--- src/rtl/axisrandom_sched_pkg.sv ---
// Shared types and constants for the AXI-stream PRN burst scheduler.
package axisrandom_sched_pkg;

  typedef enum logic {IDLE = 1'b0, BURST = 1'b1} state_t;

  // Burst-length code that stands for the maximum burst of 2^LGBURST words
  localparam int BLEN_MAX_CODE = 0;

  // One extra bit so the remaining count can hold 2^LGBURST
  function automatic int cnt_width(input int lgburst);
    return lgburst + 1;
  endfunction

endpackage

--- src/rtl/axisrandom_scheduler_rr_pick.sv ---
// Combinational round-robin selector: first set request at or above i_ptr, wrapping.
module rr_pick #(
  parameter int NR = 4,
  parameter int PW = $clog2(NR)
) (
  input  logic [NR-1:0] i_req,
  input  logic [PW-1:0] i_ptr,
  output logic          o_valid,
  output logic [NR-1:0] o_onehot
);

  logic [NR-1:0] mask, hi, sel;

  // Requests at or above the pointer take priority; otherwise wrap to the lowest.
  assign mask     = ~((NR'(1) << i_ptr) - NR'(1));
  assign hi       = i_req & mask;
  assign sel      = (|hi) ? hi : i_req;
  assign o_onehot = sel & (~sel + NR'(1));
  assign o_valid  = |i_req;

endmodule

--- src/rtl/axisrandom_scheduler.sv ---
// Shares one AXI-stream PRN source among NR consumers, one locked burst per grant.
module axisrandom_scheduler
  import axisrandom_sched_pkg::*;
#(
  parameter int NR                = 4,
  parameter int C_AXIS_DATA_WIDTH = 32,
  parameter int LGBURST           = 4
) (
  input  logic                         S_AXI_ACLK,
  input  logic                         S_AXI_ARESET,
  input  logic [NR-1:0]                i_req,
  input  logic [LGBURST-1:0]           i_burst_len,
  input  logic                         S_AXIS_TVALID,
  output logic                         S_AXIS_TREADY,
  input  logic [C_AXIS_DATA_WIDTH-1:0] S_AXIS_TDATA,
  output logic [NR-1:0]                M_AXIS_TVALID,
  input  logic [NR-1:0]                M_AXIS_TREADY,
  output logic [C_AXIS_DATA_WIDTH-1:0] M_AXIS_TDATA,
  output logic                         M_AXIS_TLAST,
  output logic [NR-1:0]                o_grant,
  output logic                         o_busy
);

  localparam int PW = $clog2(NR);
  localparam int CW = cnt_width(LGBURST);
  localparam logic [CW-1:0] BMAX = CW'(2 ** LGBURST);

  state_t          state;
  logic [NR-1:0]   grant;
  logic [PW-1:0]   ptr, gidx;
  logic [CW-1:0]   rem;
  logic            pick_vld, beat, in_burst;
  logic [NR-1:0]   pick_oh;

  rr_pick #(.NR(NR), .PW(PW)) u_pick (
    .i_req   (i_req),
    .i_ptr   (ptr),
    .o_valid (pick_vld),
    .o_onehot(pick_oh)
  );

  always_comb begin
    gidx = '0;
    for (int i = 0; i < NR; i++)
      if (grant[i]) gidx = PW'(i);
  end

  assign in_burst      = (state == BURST);
  assign S_AXIS_TREADY = in_burst && |(grant & M_AXIS_TREADY);
  assign M_AXIS_TVALID = (in_burst && S_AXIS_TVALID) ? grant : '0;
  assign M_AXIS_TDATA  = S_AXIS_TDATA;
  assign M_AXIS_TLAST  = in_burst && (rem == CW'(1));
  assign beat          = S_AXIS_TVALID && S_AXIS_TREADY;
  assign o_grant       = grant;
  assign o_busy        = in_burst;

  always_ff @(posedge S_AXI_ACLK) begin
    if (S_AXI_ARESET) begin
      state <= IDLE;
      grant <= '0;
      ptr   <= '0;
      rem   <= '0;
    end else begin
      case (state)
        IDLE: if (pick_vld) begin
          state <= BURST;
          grant <= pick_oh;
          rem   <= (i_burst_len == LGBURST'(BLEN_MAX_CODE)) ? BMAX : {1'b0, i_burst_len};
        end
        BURST: if (beat) begin
          rem <= rem - CW'(1);
          // Final beat: release the lock and advance past the served port
          if (rem == CW'(1)) begin
            state <= IDLE;
            grant <= '0;
            ptr   <= (gidx == PW'(NR - 1)) ? '0 : gidx + PW'(1);
          end
        end
        default: state <= IDLE;
      endcase
    end
  end

endmodule

--- config.mk ---
export PLATFORM = sky130hd
export DESIGN_NAME = axisrandom_scheduler
export DESIGN_NICKNAME = d
export VERILOG_FILES = /design/src/rtl/axisrandom_sched_pkg.sv /design/src/rtl/axisrandom_scheduler_rr_pick.sv /design/src/rtl/axisrandom_scheduler.sv
export SDC_FILE = /design/constraint.sdc
export NUM_CORES = 1
export LEC_CHECK = 0
export CAP_MARGIN = 20
export CORE_AREA = 2 2 68 54
export CTS_BUF_LIST = sky130_fd_sc_hd__clkbuf_8
export CTS_CLUSTER_SIZE = 14
export DETAILED_ROUTE_END_ITERATION = 10
export DIE_AREA = 0 0 70 56
export PLACE_DENSITY = 0.89
export SYNTH_ARGS = -nofsm -noshare
export SYNTH_HDL_FRONTEND = slang
export SYNTH_HIERARCHICAL = 1
export SYNTH_SLANG_ARGS = --single-unit
--- constraint.sdc ---
create_clock -name S_AXI_ACLK -period 3.64 [get_ports S_AXI_ACLK]
set_input_delay 0.364 -clock S_AXI_ACLK [delete_from_list [all_inputs] [get_ports S_AXI_ACLK]]
set_output_delay 0.364 -clock S_AXI_ACLK [all_outputs]
set_load 0.01 [all_outputs]
==> run summary <==
The critical path in this run is classified as flip-flop to output port. The post-synthesis cell type count is 41. The number of remaining DRC errors came out at 0. The per-cell routed wire length came out at 13.1 um.

The peak clock frequency supported by timing is 0.448 GHz. Setup violations remaining at the end of the flow were counted as 0. The fraction of power spent switching nets came out at 26.9%.

The power density over cell area is 318 nW/um^2. The post-route netlist has 9.09% of its cells at a drive strength greater than 1. The count of maximum capacitance violations came out at 0. The type of the tightest min-delay check is flip-flop to flip-flop. The post-synthesis async set-or-reset flop share came out at 0%. The mapped cell area came out at 1110 sq um.

The register area share after synthesis is between 20 and 25%. The clock tree buffer depth is 2. Clock tree synthesis inserted a total of 3 buffers. At the worst endpoint, the required time is 3280 ps. The number of synthesized register bits is 12. After layout, the design draws a total of 0.380 mW. The clock period minus final worst setup slack is 2230 ps.

The via count of the routed design came out at 939. The number of H-tree levels came out at 1. Counting the fill cells in the layout gives approximately 320. The die area came out at 3920 sq um. The number of hold-slack violations in the final timing report is 0.

Row generation in the floorplan step produced 18 rows. Detailed placement ended at an HPWL of 1660 um. The run finished with clean final reports.

The peak supply drop came out at 0.0838 mV. The wire length after detailed routing is approximately 2300 um. The overall die height is ~56 um. Synthesis produced a netlist with a net count of 188. The worst-case headroom to the max-slew limit came out at roughly 58%. The floorplan die width is 70 um.

After global routing the overflow that remains totals 0. Hold is met by around 530 ps. The core region area came out at 3200 sq um. The launch point of the worst path is rem[1]. The number of standard cells after synthesis is 139.

The combinational power share came out at 20.9%. The final clock period utilization by the worst path is 61.3%. Pin placement for this block handled 90 I/O pins. Summing all flip-flop and latch instances after layout gives between 200 and 250 sq um. The static leakage is 0.411 nW. The synthesized design contains 0 enable-type register cells.

The first-pass GRT wire length is 3680 um. The clock share of power is between 30% and 40%. In this run the critical register-to-register path is launched from o_busy. The net count reported at finish is 182. The initial standard-cell utilization of the core came out at 34.7%. Global routing used a little under an eighth of the available tracks. The number of gates resized after CTS was 0. The clock-pin slew of the registers on the worst-case setup and hold paths came out at 60 ps. The share of total power dissipated in sequential elements is 39.8%. The per-cell via count in the routed design is 5.46.

The last weighted congestion value of the routability-driven placer came out at between 0.8 and 0.9. For this run, the leading register cell type out of synthesis is sky130_fd_sc_hd__dfxtp_1. The worst-case clock skew is between 2 and 3 ps. Of all nets on the critical path, the largest fanout is 4.

The via count of the first global-routing pass came out at 806. Entering global routing, the biggest net connects 20 pins. The total count of max-transition violations in the final report came to 0. Sorting the synthesized cells by area gives the leading types as sky130_fd_sc_hd__dfxtp_1, sky130_fd_sc_hd__buf_4, sky130_fd_sc_hd__a21oi_1, sky130_fd_sc_hd__nand2_1, sky130_fd_sc_hd__nor2_1. Once detail routing completed, the nets flagged for antenna violations numbered 0. The total negative slack for setup checks is 0 ps. A synthesized cell averages 7.98 sq um. Setup repair after global routing left no endpoint under its margin. The number of antenna repair diodes came out at 0. The worst-margin pin slew came out at 635 ps. The number of buffers added to fix hold violations after cts came out at 0. During synthesis, Yosys emitted a total of 6 warnings. The sort of element at the end of the critical path is an output port. The buffer type at the clock tree root is sky130_fd_sc_hd__clkbuf_8. The synthesized design spends more area on one cell type than any other, namely sky130_fd_sc_hd__dfxtp_1. The area added between synthesis and finish is 7.67%.

For this run, the detailed router's first-pass iteration total came to 5. In this run, the number of DRC markers left after iteration 0 of detailed routing was 97. CTS saw 12 sinks. The area used by multi-input combinational logic is just under 600 sq um. Clock latency on the worst-skew pair, taken at its later pin, is about 250 ps.

The switching power is 0.102 mW. The number of antenna violations at the first check in global routing is 0. The fraction of synthesized cell area taken by the top area cell type is 21.7%. In this run the most critical hold path is launched from o_grant[0]. The TritonCTS clock tree is yes. The worst endpoint data arrival time is around 1900 ps.

The number of buffers inserted by post-CTS setup repair came out at 0. Port buffering added 25 buffers. The worst setup path is launched from a flip-flop. Cell internal power was estimated by the tool at between 0.2 and 0.3 mW.
==> through the flow <==
| stage | utilization (%) | area, sq um | setup slack [ps] | cells |
|---|---|---|---|---|
| 2_1_floorplan | - | 1110 | 2080 | 139 |
| 3_3_place_gp | 35.6 | 1140 | 1510 | 168 |
| 3_5_place_dp | 35.6 | 1140 | 1480 | 168 |
| 4_1_cts | 37.3 | 1190 | 1400 | 172 |
| 5_1_grt | 37.3 | 1190 | 1320 | 172 |
| 6_report | 37.3 | 1190 | 1410 | 172 |
==> flip-flops by register name (all words and copies together) (netlist names) <==
signal and flops:
o_busy 1, ptr 2, o_grant 4, rem 5
==> layout make-up <==
class / count / area share (%)
multi-input cells: 87 / 48.8
repair buffers: 25 / 21.0
flip-flops and latches: 12 / 20.1
clock buffers: 4 / 4.61
well taps: 40 / 4.19
inverters: 4 / 1.26
==> path summary, 6_finish.rpt <==
check / end / slack (ps) / cells past startpoint
worst min-delay path: o_grant[0] / 530 / 2
worst max register to register: rem[3] / 1770 / 4
worst min register to register: o_grant[0] / 530 / 2
worst max-delay path: M_AXIS_TLAST / 1410 / 5
==> cell usage in the layout, fill, tap and decap left out, drive strengths merged <==
cell type      synthesis  final
clkdlybuf4s50          0     25
dfxtp                 12     12
nand2                 11     11
nor2                  11     11
a21oi                 10     10
inv                    4      4
and3                   4      4
nand3                  4      4
o21ai                  4      4
clkbuf                 3      4
a22oi                  3      3
nand2b                 3      3
nor2b                  3      3
nand3b                 3      3
and2                   3      3
a22o                   2      2
a31oi                  2      2
o32ai                  2      2
a211oi                 2      2
o22ai                  2      2
ha                     2      2
nor4b                  2      2
o221a                  2      2
o2111ai                1      1
or3                    1      1
nor3                   1      1
or4                    1      1
a211o                  1      1
a41oi                  1      1
a21o                   1      1
o41ai                  1      1
mux2i                  1      1
mux2                   1      1
a2bb2oi                1      1
o21a                   1      1
==> power by group through the flow <==
stage | sequential (mW) | clock (mW) | combinational [mW]
6_report | 0.151 | 0.149 | 0.0794
5_1_grt | 0.152 | 0.158 | 0.0877
3_3_place_gp | 0.153 | 0 | 0.0779
4_1_cts | 0.151 | 0.152 | 0.0791
3_5_place_dp | 0.154 | 0 | 0.0788
2_1_floorplan | 0.150 | 0 | 0.0833
==> critical path, cell delays in order, from the launching register on <==
cell and delay [ps]:
sky130_fd_sc_hd__dfxtp_1 320, sky130_fd_sc_hd__inv_1 120, sky130_fd_sc_hd__ha_1 180, sky130_fd_sc_hd__nor4b_4 290
sky130_fd_sc_hd__and2_2 190, sky130_fd_sc_hd__clkdlybuf4s50_1 520
==> metal layers <==
metal  routed length [um]  part of all wire, %  global-route usage, %
met1                  977                   43                   14.1
met3                  163                  7.2                   2.54
met4                   48                  2.1                   7.69
met2                 1060                   47                   18.2
met5                    0                    0                      0
==> cells by family (layout without fill, tap and decap cells) <==
kind of cell	Yosys count	after routing	share of synthesized area (%)
AOI/OAI and AO/OA	36	36	25.1
adders and majority gates	2	2	2.26
buffers and inverters	40	33	25.7
DFF	12	12	21.7
muxes	2	2	1.92
and+or+nand+nor	47	47	23.4
==> synthesized netlist by cell type, types with 2 or more instances <==
library cell               instances
sky130_fd_sc_hd__dfxtp_1          12
sky130_fd_sc_hd__nand2b_1          3
sky130_fd_sc_hd__nand3_1           4
sky130_fd_sc_hd__nor2b_1           3
sky130_fd_sc_hd__nand2_1          11
sky130_fd_sc_hd__clkbuf_1          2
sky130_fd_sc_hd__nand3b_1          3
sky130_fd_sc_hd__buf_4            32
sky130_fd_sc_hd__inv_1             4
sky130_fd_sc_hd__ha_1              2
sky130_fd_sc_hd__o32ai_1           2
sky130_fd_sc_hd__a21oi_1           9
sky130_fd_sc_hd__o22ai_1           2
sky130_fd_sc_hd__o21ai_0           4
sky130_fd_sc_hd__and3_1            4
sky130_fd_sc_hd__a22oi_1           3
sky130_fd_sc_hd__and2_1            2
sky130_fd_sc_hd__a211oi_1          2
sky130_fd_sc_hd__nor2_1           11
sky130_fd_sc_hd__a22o_1            2
sky130_fd_sc_hd__a31oi_1           2
Power figures use the tool's default switching activity.
